===== src/rtl/div_rcp_seq.sv =====
// Purpose: sequential s1.31 reciprocal via a 1024-entry divide ROM indexed by the normalised operand.
// Latency: result strobe in the 5th cycle after the accepting edge; one result per 5 cycles at best.
// Backpressure: req_ready high only in IDLE/DONE; rsp_valid is a strobe with no backpressure.
//
// Ports:
//   clk, reset          - single clock, synchronous active-high reset
//   req_valid/req_data  - 32-bit two's-complement operand, accepted when req_ready && !kill
//   req_ready           - block can take a request this cycle
//   kill                - abort the operation in flight (also blocks acceptance)
//   rom_a / rom_out     - registered ROM address; ROM returns data one cycle after it samples rom_a
//   rsp_valid/rsp_data  - one-cycle strobe with the s1.31 result; rsp_data holds between strobes
module div_rcp_seq (
    input  logic        clk,
    input  logic        reset,
    input  logic        req_valid,
    input  logic [31:0] req_data,
    output logic        req_ready,
    input  logic        kill,
    output logic [9:0]  rom_a,
    input  logic [15:0] rom_out,
    output logic        rsp_valid,
    output logic [31:0] rsp_data
);

    typedef enum logic [2:0] {
        IDLE = 3'd0,
        ABS  = 3'd1,
        NORM = 3'd2,
        LOOK = 3'd3,
        CAPT = 3'd4,
        DONE = 3'd5
    } state_t;

    state_t      state, state_nxt;
    logic        accept;

    logic [31:0] x_q;
    logic        sign_q;
    logic [31:0] abs_q;
    logic [4:0]  lz_q;

    logic [4:0]  lz_c;
    logic [9:0]  rom_a_c;
    logic [31:0] mant_c;
    logic [31:0] r_c;
    logic [31:0] res_c;

    // Leading-zero count; an all-zero operand reports 0 and is special-cased later.
    function automatic logic [4:0] lzc32(input logic [31:0] v);
        lzc32 = 5'd0;
        for (int i = 0; i < 32; i++) begin
            if (v[i]) lzc32 = 5'(31 - i);
        end
    endfunction

    // ------------------------------------------------------------------
    // FSM
    // ------------------------------------------------------------------
    always_ff @(posedge clk) begin
        if (reset) state <= IDLE;
        else       state <= state_nxt;
    end

    always_comb begin
        state_nxt = state;
        req_ready = 1'b0;
        rsp_valid = 1'b0;
        accept    = 1'b0;
        case (state)
            IDLE: begin
                req_ready = 1'b1;
                accept    = req_valid && !kill;
                if (accept) state_nxt = ABS;
            end
            ABS:  state_nxt = kill ? IDLE : NORM;
            NORM: state_nxt = kill ? IDLE : LOOK;
            LOOK: state_nxt = kill ? IDLE : CAPT;
            CAPT: state_nxt = kill ? IDLE : DONE;
            DONE: begin
                req_ready = 1'b1;
                rsp_valid = 1'b1;
                accept    = req_valid && !kill;
                state_nxt = accept ? ABS : IDLE;
            end
            default: state_nxt = IDLE;
        endcase
    end

    // ------------------------------------------------------------------
    // Datapath
    // ------------------------------------------------------------------
    assign lz_c = lzc32(abs_q);
    // Normalised operand bits [30:21]: the leading one is implicit, so the
    // next ten bits index the ROM. Truncation drops bit 31.
    assign rom_a_c = 10'((abs_q << lz_c) >> 21);

    // ROM word is the fraction below the implicit 0.5 of the s1.31 mantissa;
    // shifting right by (31 - lz) rescales by the operand's exponent.
    assign mant_c = {1'b0, 1'b1, rom_out, 14'b0};
    assign r_c    = mant_c >> (5'd31 - lz_q);
    // Negative results use one's complement, which keeps -0 distinct from +0
    // and matches the expected rounding for this reciprocal format.
    assign res_c  = (abs_q == 32'd0) ? 32'h7FFF_FFFF : (sign_q ? ~r_c : r_c);

    always_ff @(posedge clk) begin
        if (reset) begin
            x_q      <= 32'd0;
            sign_q   <= 1'b0;
            abs_q    <= 32'd0;
            lz_q     <= 5'd0;
            rom_a    <= 10'd0;
            rsp_data <= 32'd0;
        end else begin
            if (accept) begin
                x_q    <= req_data;
                sign_q <= req_data[31];
            end
            // 0x80000000 negates to itself, which is the correct magnitude.
            if (state == ABS && !kill) abs_q <= sign_q ? (~x_q + 32'd1) : x_q;
            if (state == NORM && !kill) begin
                lz_q  <= lz_c;
                rom_a <= rom_a_c;
            end
            if (state == CAPT && !kill) rsp_data <= res_c;
        end
    end

endmodule


===== config.mk =====
export PLATFORM = sky130hd
export DESIGN_NAME = div_rcp_seq
export DESIGN_NICKNAME = d
export VERILOG_FILES = /design/src/rtl/div_rcp_seq.sv
export SDC_FILE = /design/constraint.sdc
export NUM_CORES = 1
export LEC_CHECK = 0
export BUFFER_PORTS_ARGS = -buffer_cell sky130_fd_sc_hd__buf_4
export CAP_MARGIN = 20
export CORE_MARGIN = 2
export CORE_UTILIZATION = 58
export CTS_BUF_LIST = sky130_fd_sc_hd__clkbuf_2 sky130_fd_sc_hd__clkbuf_4 sky130_fd_sc_hd__clkbuf_8
export DETAILED_ROUTE_END_ITERATION = 16
export GPL_TIMING_DRIVEN = 0
export PLACE_DENSITY_LB_ADDON = 0.12
export SETUP_SLACK_MARGIN = 0.3
export SLEW_MARGIN = 5
export SYNTH_ARGS = -nofsm -noshare
export SYNTH_HDL_FRONTEND = slang
export SYNTH_SLANG_ARGS = --single-unit

===== constraint.sdc =====
create_clock -name clk -period 3.2 [get_ports clk]
set_input_delay 0.32 -clock clk [delete_from_list [all_inputs] [get_ports clk]]
set_output_delay 0.32 -clock clk [all_outputs]
set_load 0.01 [all_outputs]

==> results of run 1 <==
==> cell usage in the layout (no fill, tap or decap), types with 17 or more instances in the layout <==
cell      instances
a211oi_1         36
a21oi_1          98
buf_4           112
clkbuf_1         50
clkbuf_8         17
dfxtp_1         105
inv_1            18
mux2i_1          50
nand2_1         131
nor2_1           87
o21ai_0          67
xor2_1           52
==> layout make-up <==
type	instances	area (sq um)
multi-input cells	753	4980
fillers	1070	3440
flip-flops and latches	114	2300
repair buffers	113	867
plain buffers	72	327
clock buffers	17	234
well taps	172	215
clock inverters	15	131
inverters	19	71.3
==> through the flow <==
step           total power [mW]  instance area, sq um  utilization  hold WS, ns  instances
2_1_floorplan              2.29                  7450            -        0.456        958
3_3_place_gp               2.58                  8370        0.666        0.466       1224
3_5_place_dp               2.59                  8380        0.667        0.469       1226
4_1_cts                    3.90                  8820        0.702       0.0786       1262
5_1_grt                    4.23                  9130        0.726       0.0642       1275
6_report                   4.07                  9130        0.726       0.0800       1275
==> registers in the layout, summed over array words and instances (netlist names) <==
signal,flops
lz_q,5
abs_q,32
x_q,32
rom_a,10
rsp_data,32
state,3
==> kinds of logic after synthesis <==
kind of cell / synth area share
simple gates: 0.185
compound gates: 0.259
flops: 0.307
buf+inv: 0.0491
mux: 0.126
xor+xnor: 0.0729
fa+ha+maj: 0.00168
==> cells in the mapped netlist, types with 4 or more instances <==
cell type  count  area [sq um]
nand2_1      131           492
dfxtp_1      114          2280
a21oi_1       99           495
nor2_1        87           327
o21ai_0       67           335
clkbuf_1      57           214
mux2i_1       57           571
xor2_1        52           455
a211oi_1      37           278
inv_1         18          67.6
nand3_1       16          80.1
mux2_2        15           169
a22oi_1       12          90.1
o22ai_1       11          68.8
or3_1         11          68.8
nor3_1        10          50.1
xnor2_1       10          87.6
nor2b_1        9          56.3
o211ai_1       9          67.6
o31ai_1        9          67.6
mux4_2         8           180
nor4_1         8          50.1
buf_1          7          26.3
nand2b_1       7          43.8
a31oi_1        5          31.3
and2_1         5          31.3
o21ai_1        5          25.0
o41ai_1        5          43.8
a221oi_1       4          35.0
buf_2          4          20.0
or3_4          4          45.0
==> per-layer routing <==
layer	GRT usage	up-vias	routed length [microns]
li1	-	3713	-
met1	0.477	3651	10700
met2	0.464	391	9700
met3	0.0803	61	2020
met4	0.107	0	678
met5	0	-	0
==> worst paths after layout <==
| check | start | end | depth (start not counted) |
|---|---|---|---|
| max reg2reg | abs_q[23] | rom_a[3] | 9 |
| max | abs_q[23] | rom_a[3] | 9 |
| min | req_data[5] | x_q[5] | 3 |
| min reg2reg | x_q[25] | x_q[25] | 2 |
==> tightest hold or removal path, cell delays in order <==
cell	delay, ns
buf_4	0.11
nand2_1	0.04
a21oi_1	0.05
==> where the power goes <==
group / internal (mW) / leakage (nW) / switching (mW)
Sequential: 1.46 / 0.929 / 0.0549
Clock: 0.617 / 0.187 / 0.683
Combinational: 0.547 / 2.30 / 0.710
Total: 2.62 / 3.41 / 1.45
==> timing repair <==
action                                  CTS  global route
setup buffers                             4            10
endpoints found under the setup margin   14            23
hold buffers                              0             0
hold endpoints to repair                  0             0
gates resized for setup                  12            54
cloned                                    0             2
pin swaps                                 1            11
==> summary.md, run 1 <==
| Metric | Value |
|---|---|
| Relative slew slack | 0.479 |
| WP data arrival | roughly 3.2 ns |
| Min cycle time layout | 2.85 ns |
| Grt ovf | 0 |
| Largest net degree at the start of global routing | 17 |
| CTS tree | done |
| Crit path buffers/inverters | 1 |
| Primary FF master, synth | dfxtp_1 |
| CP max stage cell | o32ai_1 |
| DRC Markers | 0 |
| VDD IR-drop max | 0.000377 V |
| Unique masters post-synth | 74 |
| Crit path max fanout | 7 |
| Clock Path Buffers | 2 |
| Worst path max stage delay | between 0.4 and 0.5 ns |
| Largest delay share family, worst path | compound AO/OA/AOI/OAI gates |
| Critical Path RT | about 3.5 ns |
| Mapped Nets | 1011 |
| Routed vias/inst | between 6 and 7 |
| Clk_skew | 0.0119 ns |
| Area Overhead vs Synth | 22.6% |
| Post-DP HPWL | ~17000 microns |
| Sequential area share after synthesis | 0.307 |
| CP Launch Type | register |
| First-pass GRT wire length | 36000 microns |
| Die area | 13800 sq um |
| Final Hold Viols | 0 |
| Post-synth EDFFs | 0 |
| YS warnings | 0 |
| Layout cells sized above 1 | 0.216 |
| Gpl congestion | 0.996 |
| Total GRT Usage | 0.325 |
| PortBufs | 94 |
| Hold Path Class | input port to register |
| Die width | roughly 120 microns |
| Sink Count | approximately 110 |
| Vias in the first global route | 6938 |
| Tightest Pin Transition | 0.782 ns |
| Leakage | 3.41 nW |
| Max Cap Violations | 0 |
| Max-slew violations | 0 |
| WL/cell | approximately 18 microns |
| Core area | 12600 sq um |
| Antenna Violating Nets Remaining | 0 |
| Setup TNS | 0 ns |
| Initial Utilization | 0.592 |
| Clk root buf | clkbuf_8 |
| DR pass1 iterations | 9 |
| Antenna violations before repair | 0 |
| H-tree levels | 4 |
| Cell Chain, Critical Path | or3_1 > o211ai_1 > buf_4 > nand2_1 > o32ai_1 > mux2i_1 > a32o_1 > a2111oi_4 > o41ai_1 |
| Clock latency on the worst-skew pair | 0.47 ns |
| Vias | 7816 |
| Boundary Pins | 96 |
| Chip height | 117 microns |
| CP endpoint kind | register |
| RSZ-0062 raised after global routing | yes |
| Drt total wl | 23100 microns |
| Reg2Reg Setup Slack | 0.35 ns |
| Mapped Area | approximately 7400 sq um |
| Synth Area per Inst | 7.77 sq um |
| Fmax | about 0.35 GHz |
| Setup violations, final | 0 |
| PnR worst setup slack | 0.350 ns |
| Inserted Clock Buffers | 17 |
| Power Dens Cells | 446 nW/um^2 |
| Post-Syn Instances | 958 |
| Post-synth ARST share | 0 |
| Status | finished, final reports clean |
| DRT iter0 DRCs | between 900 and 1000 |
| Yosys reg bits | 114 |
| DP Worst Slack | 0.0529 ns |
| Nets | roughly 1100 |
| N_diodes | 0 |
| Worst-path clk slew | 0.08 ns |
| Fin crit share | 0.891 |
| Worst setup path class | register to register |
| # rows | 41 |
Note: power is estimated with default switching activity, not from simulation.
==> run 2, diff against run 1 <==
--- a/config.mk
+++ b/config.mk
@@ -11,7 +11,6 @@
 export CORE_UTILIZATION = 58
 export CTS_BUF_LIST = sky130_fd_sc_hd__clkbuf_2 sky130_fd_sc_hd__clkbuf_4 sky130_fd_sc_hd__clkbuf_8
 export DETAILED_ROUTE_END_ITERATION = 16
-export GPL_TIMING_DRIVEN = 0
 export PLACE_DENSITY_LB_ADDON = 0.12
 export SETUP_SLACK_MARGIN = 0.3
 export SLEW_MARGIN = 5
==> summary.md, run 2 (synthesis results as in run 1) <==
| Metric | Value |
|---|---|
| Status | finished, final reports clean |
| Worst path max stage delay | 0.53 ns (+0.09 ns) |
| Top flop regs | abs_q (32), rsp_data (32), x_q (32) |
| Die area | 13800 sq um (unchanged) |
| Post-Layout Inst Area | 8880 sq um (-2.7%) |
| CP endpoint kind | register |
| Reg2reg end | abs_q[30] |
| Nets | 1085 (-5.1%) |
| Gpl congestion | 0.965 (-3.1%) |
| Clock latency on the worst-skew pair | 0.45 ns (-0.02 ns) |
| DRT iter0 DRCs | 672 (-26%) |
| Reg2Reg Setup Slack | 0.42 ns (+0.07 ns) |
| Largest net degree at the start of global routing | 82 (+65) |
| N_diodes | 0 (unchanged) |
| Clk_skew | 0.0106 ns (-0.00125 ns) |
| Vias in the first global route | 6264 (-9.7%) |
| R2R depth | 9 (unchanged) |
| DR pass1 iterations | 7 (-2) |
| Clk root buf | clkbuf_8 |
| RSZ-0062 raised after global routing | yes |
| Commonest non-fill, non-tap cell in the layout | nand2_1 |
| Inserted Clock Buffers | 17 (unchanged) |
| Relative slew slack | 0.310 (-0.169) |
| Critical Path RT | 3.49 ns (-0.03 ns) |
| Drt total wl | 20100 microns (-13%) |
| DRC Markers | 0 (unchanged) |
| CTS tree | done |
| VDD IR-drop max | 0.000324 V (-14%) |
| Power Dens Cells | 476 nW/um^2 (+6.8%) |
| H-tree levels | 4 (unchanged) |
| Max Cap Violations | 0 (unchanged) |
| Antenna violations before repair | 0 (unchanged) |
| Die width | 117 microns (unchanged) |
| PnR worst setup slack | 0.417 ns (+0.0670 ns) |
| Routed vias/inst | 5.94 (-3.2%) |
| Tightest Pin Transition | 1.03 ns (+0.253 ns) |
| Critical Path End | abs_q[30] |
| Fmax | 0.359 GHz (+2.4%) |
| Initial Utilization | 0.592 (unchanged) |
| WL/cell | 16.5 microns (-9.1%) |
| Post-CTS Hold Buffers | 0 (unchanged) |
| CP max stage cell | or4_4 |
| Min cycle time layout | 2.78 ns (-0.0670 ns) |
| Total GRT Usage | 0.288 (-0.0371) |
| Crit path max fanout | 5 (-2) |
| Worst-path clk slew | 0.07 ns (about the same) |
| Post-DP HPWL | 14500 microns (-15%) |
| Setup violations, final | 0 (unchanged) |
| Vias | 7224 (-7.6%) |
| Chip height | 117 microns (unchanged) |
| First-pass GRT wire length | 32100 microns (-11%) |
| Post-Layout Cell Count | 1217 (-4.5%) |
| Worst setup path class | register to register |
| Hold Path Class | input port to register |
| Leakage | 3.40 nW (-0.44%) |
| WP data arrival | 3.08 ns (-0.09 ns) |
| PortBufs | 95 (+1.1%) |
| Most frequent cells in the layout | 131 x nand2_1, 125 x buf_4, 111 x dfxtp_1, 99 x a21oi_1, 87 x nor2_1 |
| # rows | 41 (unchanged) |
| Placed inst area | 8370 sq um (-0.15%) |
| Sink Count | 114 (unchanged) |
| Grt ovf | 0 (unchanged) |
| CP Launch Type | register |
| DP Worst Slack | 0.351 ns (+0.298 ns) |
| Cell Chain, Critical Path | or4_4 > or3_1 > or3_4 > inv_2 > nand2_2 > or3_4 > o41ai_2 > xor2_1 > a211oi_1 |
| Area Overhead vs Synth | 19.3% |
| Placed cells | 1185 (-3.3%) |
| RR Startpoint | x_q[6] |
| Boundary Pins | 96 (unchanged) |
| Antenna Violating Nets Remaining | 0 (unchanged) |
| Core area | 12600 sq um (unchanged) |
| Setup TNS | 0 ns (unchanged) |
| Max-slew violations | 0 (unchanged) |
| Final Hold Slack | 0.0561 ns (-0.0240 ns) |
| Fin crit share | 0.870 (-0.0209) |
| Final Hold Viols | 0 (unchanged) |
| Cell mode on critical path | or3_4 |
| Clock Path Buffers | 2 (unchanged) |
| Crit path from | x_q[6] |
| Layout cells sized above 1 | 0.206 (-0.0100) |
## run 2: cell count changes in the layout (fill, tap and decap cells not counted), moves of 6 or more
| cell | before | now |
|---|---|---|
| clkbuf_1 | 50 | 0 |
| buf_1 | 7 | 0 |
| dfxtp_1 | 105 | 111 |
| buf_4 | 112 | 125 |
| clkbuf_2 | 8 | 0 |
| mux2i_1 | 50 | 56 |
## run 2: worst min-delay path by stage
stage / start / end / slack, ns / cells past startpoint
after floorplan: x_q[20] / x_q[20] / 0.46 / 2
after global placement: x_q[20] / x_q[20] / 0.47 / 2
after detailed placement: x_q[20] / x_q[20] / 0.47 / 2
after CTS: reset / rsp_data[31] / 0.03 / 2
after global routing: reset / rsp_data[31] / 0.05 / 2
final: reset / rsp_data[31] / 0.06 / 2
## run 2: critical path, delay by kind of cell (launching register included)
family	cells	cell delay (ns)
buffers and inverters	1	0.07
XOR/XNOR	1	0.21
AND/OR/NAND/NOR	5	1.67
flip-flops	1	0.36
AO/OA/AOI/OAI	2	0.32
## run 2: report_power, final
group	internal (mW)	switching [mW]	total, mW	leakage [nW]
sequential	1.46	0.0659	1.52	0.925
clock	1.00	0.604	1.61	0.242
combinational	0.489	0.607	1.10	2.23
total	2.95	1.28	4.23	3.40
## run 2: area by class of cell
cell class	count	area, sq um
fill	1068	3690
multi-input combinational	753	4860
sequential	114	2290
clock inverter	9	178
timing repair buffer	127	978
clock buffer	23	292
tap	172	215
inverter	19	71.3
## run 2: routing by layer
metal | track usage | routed length [microns] | vias up
li1 | - | - | 3601
met1 | 0.433 | 9760 | 3289
met2 | 0.400 | 8210 | 293
met3 | 0.0661 | 1660 | 41
met4 | 0.0979 | 438 | 0
met5 | 0 | 0 | -
## run 2: stage by stage
stage | utilization | power (mW)
3_5_place_dp | 0.666 | 2.61
6_report | 0.707 | 4.23
4_1_cts | 0.703 | 4.21
5_1_grt | 0.707 | 4.40
2_1_floorplan | - | 2.29
3_3_place_gp | 0.666 | 2.61
## run 2: timing repair
| action | CTS | global route |
|---|---|---|
| resized for setup | 0 | 9 |
| endpoints found under the setup margin | 0 | 13 |
| endpoints found under the hold margin | 0 | 0 |
| setup buffers | 0 | 0 |
==> run 3, diff against run 2 <==
--- a/config.mk
+++ b/config.mk
@@ -13,7 +13,6 @@
 export DETAILED_ROUTE_END_ITERATION = 16
 export PLACE_DENSITY_LB_ADDON = 0.12
 export SETUP_SLACK_MARGIN = 0.3
-export SLEW_MARGIN = 5
 export SYNTH_ARGS = -nofsm -noshare
 export SYNTH_HDL_FRONTEND = slang
 export SYNTH_SLANG_ARGS = --single-unit
==> constraint.sdc (replaced) <==
create_clock -name clk -period 3.2 [get_ports clk]
set_input_delay 0.48 -clock clk [delete_from_list [all_inputs] [get_ports clk]]
set_output_delay 0.48 -clock clk [all_outputs]
set_load 0.01 [all_outputs]
==> summary.md, run 3 (synthesis results as in run 1) <==
| Metric | Value |
|---|---|
| Status | finished, final reports clean |
| Core area | 12600 sq um (unchanged) |
| H-tree levels | 4 (unchanged) |
| Grt ovf | 0 (unchanged) |
| DP Worst Slack | 0.354 ns (+0.00289 ns) |
| Antenna violations before repair | 0 (unchanged) |
| Top flop regs | abs_q (32), rsp_data (32), x_q (32) |
| Chip height | 117 microns (unchanged) |
| Critical Path RT | 3.56 ns (+0.07 ns) |
| Total GRT Usage | 0.293 (+0.00548) |
| Hold Path Class | input port to register |
| WL/cell | 16.7 microns (+1.6%) |
| Post-DP HPWL | 14600 microns (+0.83%) |
| Clk root buf | clkbuf_8 |
| # rows | 41 (unchanged) |
| Drt total wl | 20400 microns (+1.9%) |
| Power Dens Cells | 450 nW/um^2 (-5.4%) |
| CP endpoint kind | register |
| Max Cap Violations | 0 (unchanged) |
| Setup TNS | 0 ns (unchanged) |
| N_diodes | 0 (unchanged) |
| Final Hold Slack | 0.272 ns (+0.216 ns) |
| DR pass1 iterations | 6 (-1) |
| Clock latency on the worst-skew pair | 0.44 ns (about the same) |
| Sink Count | 114 (unchanged) |
| Most frequent cells in the layout | 131 x nand2_1, 129 x buf_4, 107 x dfxtp_1, 99 x a21oi_1, 87 x nor2_1 |
| PnR worst setup slack | 0.378 ns (-0.0392 ns) |
| Worst-path clk slew | 0.07 ns (about the same) |
| Gpl congestion | 0.973 (+0.85%) |
| RSZ-0062 raised after global routing | yes |
| Tightest Pin Transition | 1.11 ns (+0.0740 ns) |
| PortBufs | 95 (unchanged) |
| Worst setup path class | register to register |
| CP Launch Type | register |
| Leakage | 3.38 nW (-0.41%) |
| Die width | 117 microns (unchanged) |
| CTS tree | done |
| First-pass GRT wire length | 33000 microns (+2.7%) |
| Initial Utilization | 0.592 (unchanged) |
| WP data arrival | 3.18 ns (+0.10 ns) |
| Commonest non-fill, non-tap cell in the layout | nand2_1 |
| Boundary Pins | 96 (unchanged) |
| Die area | 13800 sq um (unchanged) |
| Layout cells sized above 1 | 0.219 (+0.0135) |
| Min cycle time layout | 2.82 ns (+0.0392 ns) |
| Setup violations, final | 0 (unchanged) |
| Largest net degree at the start of global routing | 63 (-23%) |
| Max-slew violations | 0 (unchanged) |
| Clk_skew | 0.00945 ns (-0.00117 ns) |
| Clock Path Buffers | 2 (unchanged) |
| DRT iter0 DRCs | 693 (+3.1%) |
| Nets | 1091 (+0.55%) |
| Antenna Violating Nets Remaining | 0 (unchanged) |
| Relative slew slack | 0.261 (-0.0485) |
| Fin crit share | 0.882 (+0.0123) |
| Area Overhead vs Synth | 19.6% |
| Routed vias/inst | 6.00 (+1.1%) |
| Crit path max fanout | 10 (+5) |
| Vias | 7329 (+1.5%) |
| VDD IR-drop max | 0.000339 V (+4.4%) |
| Final Hold Viols | 0 (unchanged) |
| Vias in the first global route | 6473 (+3.3%) |
| DRC Markers | 0 (unchanged) |
| Inserted Clock Buffers | 17 (unchanged) |
| Fmax | 0.354 GHz (-1.4%) |
## run 3: changes by cell type in the layout (fill, tap and decap cells not counted), sizes merged
| cell | delta |
|---|---|
| clkinv | +2 |
| buf | +4 |
| bufinv | -3 |
| clkbuf | -1 |
| clkinvlp | +2 |
## run 3: routing by layer
layer	vias to the layer above	part of all wire	global-route usage
met5	-	0	0
met1	3397	0.49	0.439
met3	38	0.077	0.0817
met2	267	0.42	0.403
li1	3627	-	-
met4	0	0.021	0.0949
## run 3: repair_timing
item | CTS | global route
hold buffers | 0 | 0
gates resized for setup | 0 | 23
endpoints found under the setup margin | 0 | 12
buffers inserted | 0 | 4
## run 3: where the power goes
group / switching, mW / leakage [nW] / internal, mW / total, mW
Combinational: 0.636 / 2.26 / 0.531 / 1.17
Clock: 0.600 / 0.191 / 0.716 / 1.32
Sequential: 0.0679 / 0.927 / 1.46 / 1.53
Total: 1.30 / 3.38 / 2.71 / 4.01
## run 3: worst paths after layout
path | start | to | slack (ns) | cells after the start
hold / removal | req_data[5] | x_q[5] | 0.27 | 3
setup reg to reg | abs_q[24] | rom_a[1] | 0.38 | 7
setup / recovery | abs_q[24] | rom_a[1] | 0.38 | 7
hold reg to reg | x_q[15] | x_q[15] | 0.48 | 2
## run 3: layout make-up
type	instances	area (sq um)
clock buffers	20	263
clock inverters	10	113
fillers	1089	3660
inverters	19	71.3
multi-input cells	753	4900
flip-flops and latches	114	2290
well taps	172	215
repair buffers	133	1050
## run 3: per-stage QoR
| stage | utilization | std cells | power [mW] | cell area, sq um |
|---|---|---|---|---|
| global route | 0.709 | 1221 | 4.18 | 8910 |
| detailed placement | 0.666 | 1185 | 2.61 | 8370 |
| global placement | 0.666 | 1185 | 2.61 | 8370 |
| floorplan | - | 958 | 2.29 | 7450 |
| CTS | 0.696 | 1215 | 3.92 | 8740 |
| finish | 0.709 | 1221 | 4.01 | 8910 |
## run 3: critical path, cell delays in order, from the launching register on
cell     delay, ns
dfxtp_1       0.37
or4_4         0.56
or3_4         0.37
o31a_4        0.43
mux2_4        0.33
mux2_2        0.29
a211o_1       0.29
o22ai_1       0.11
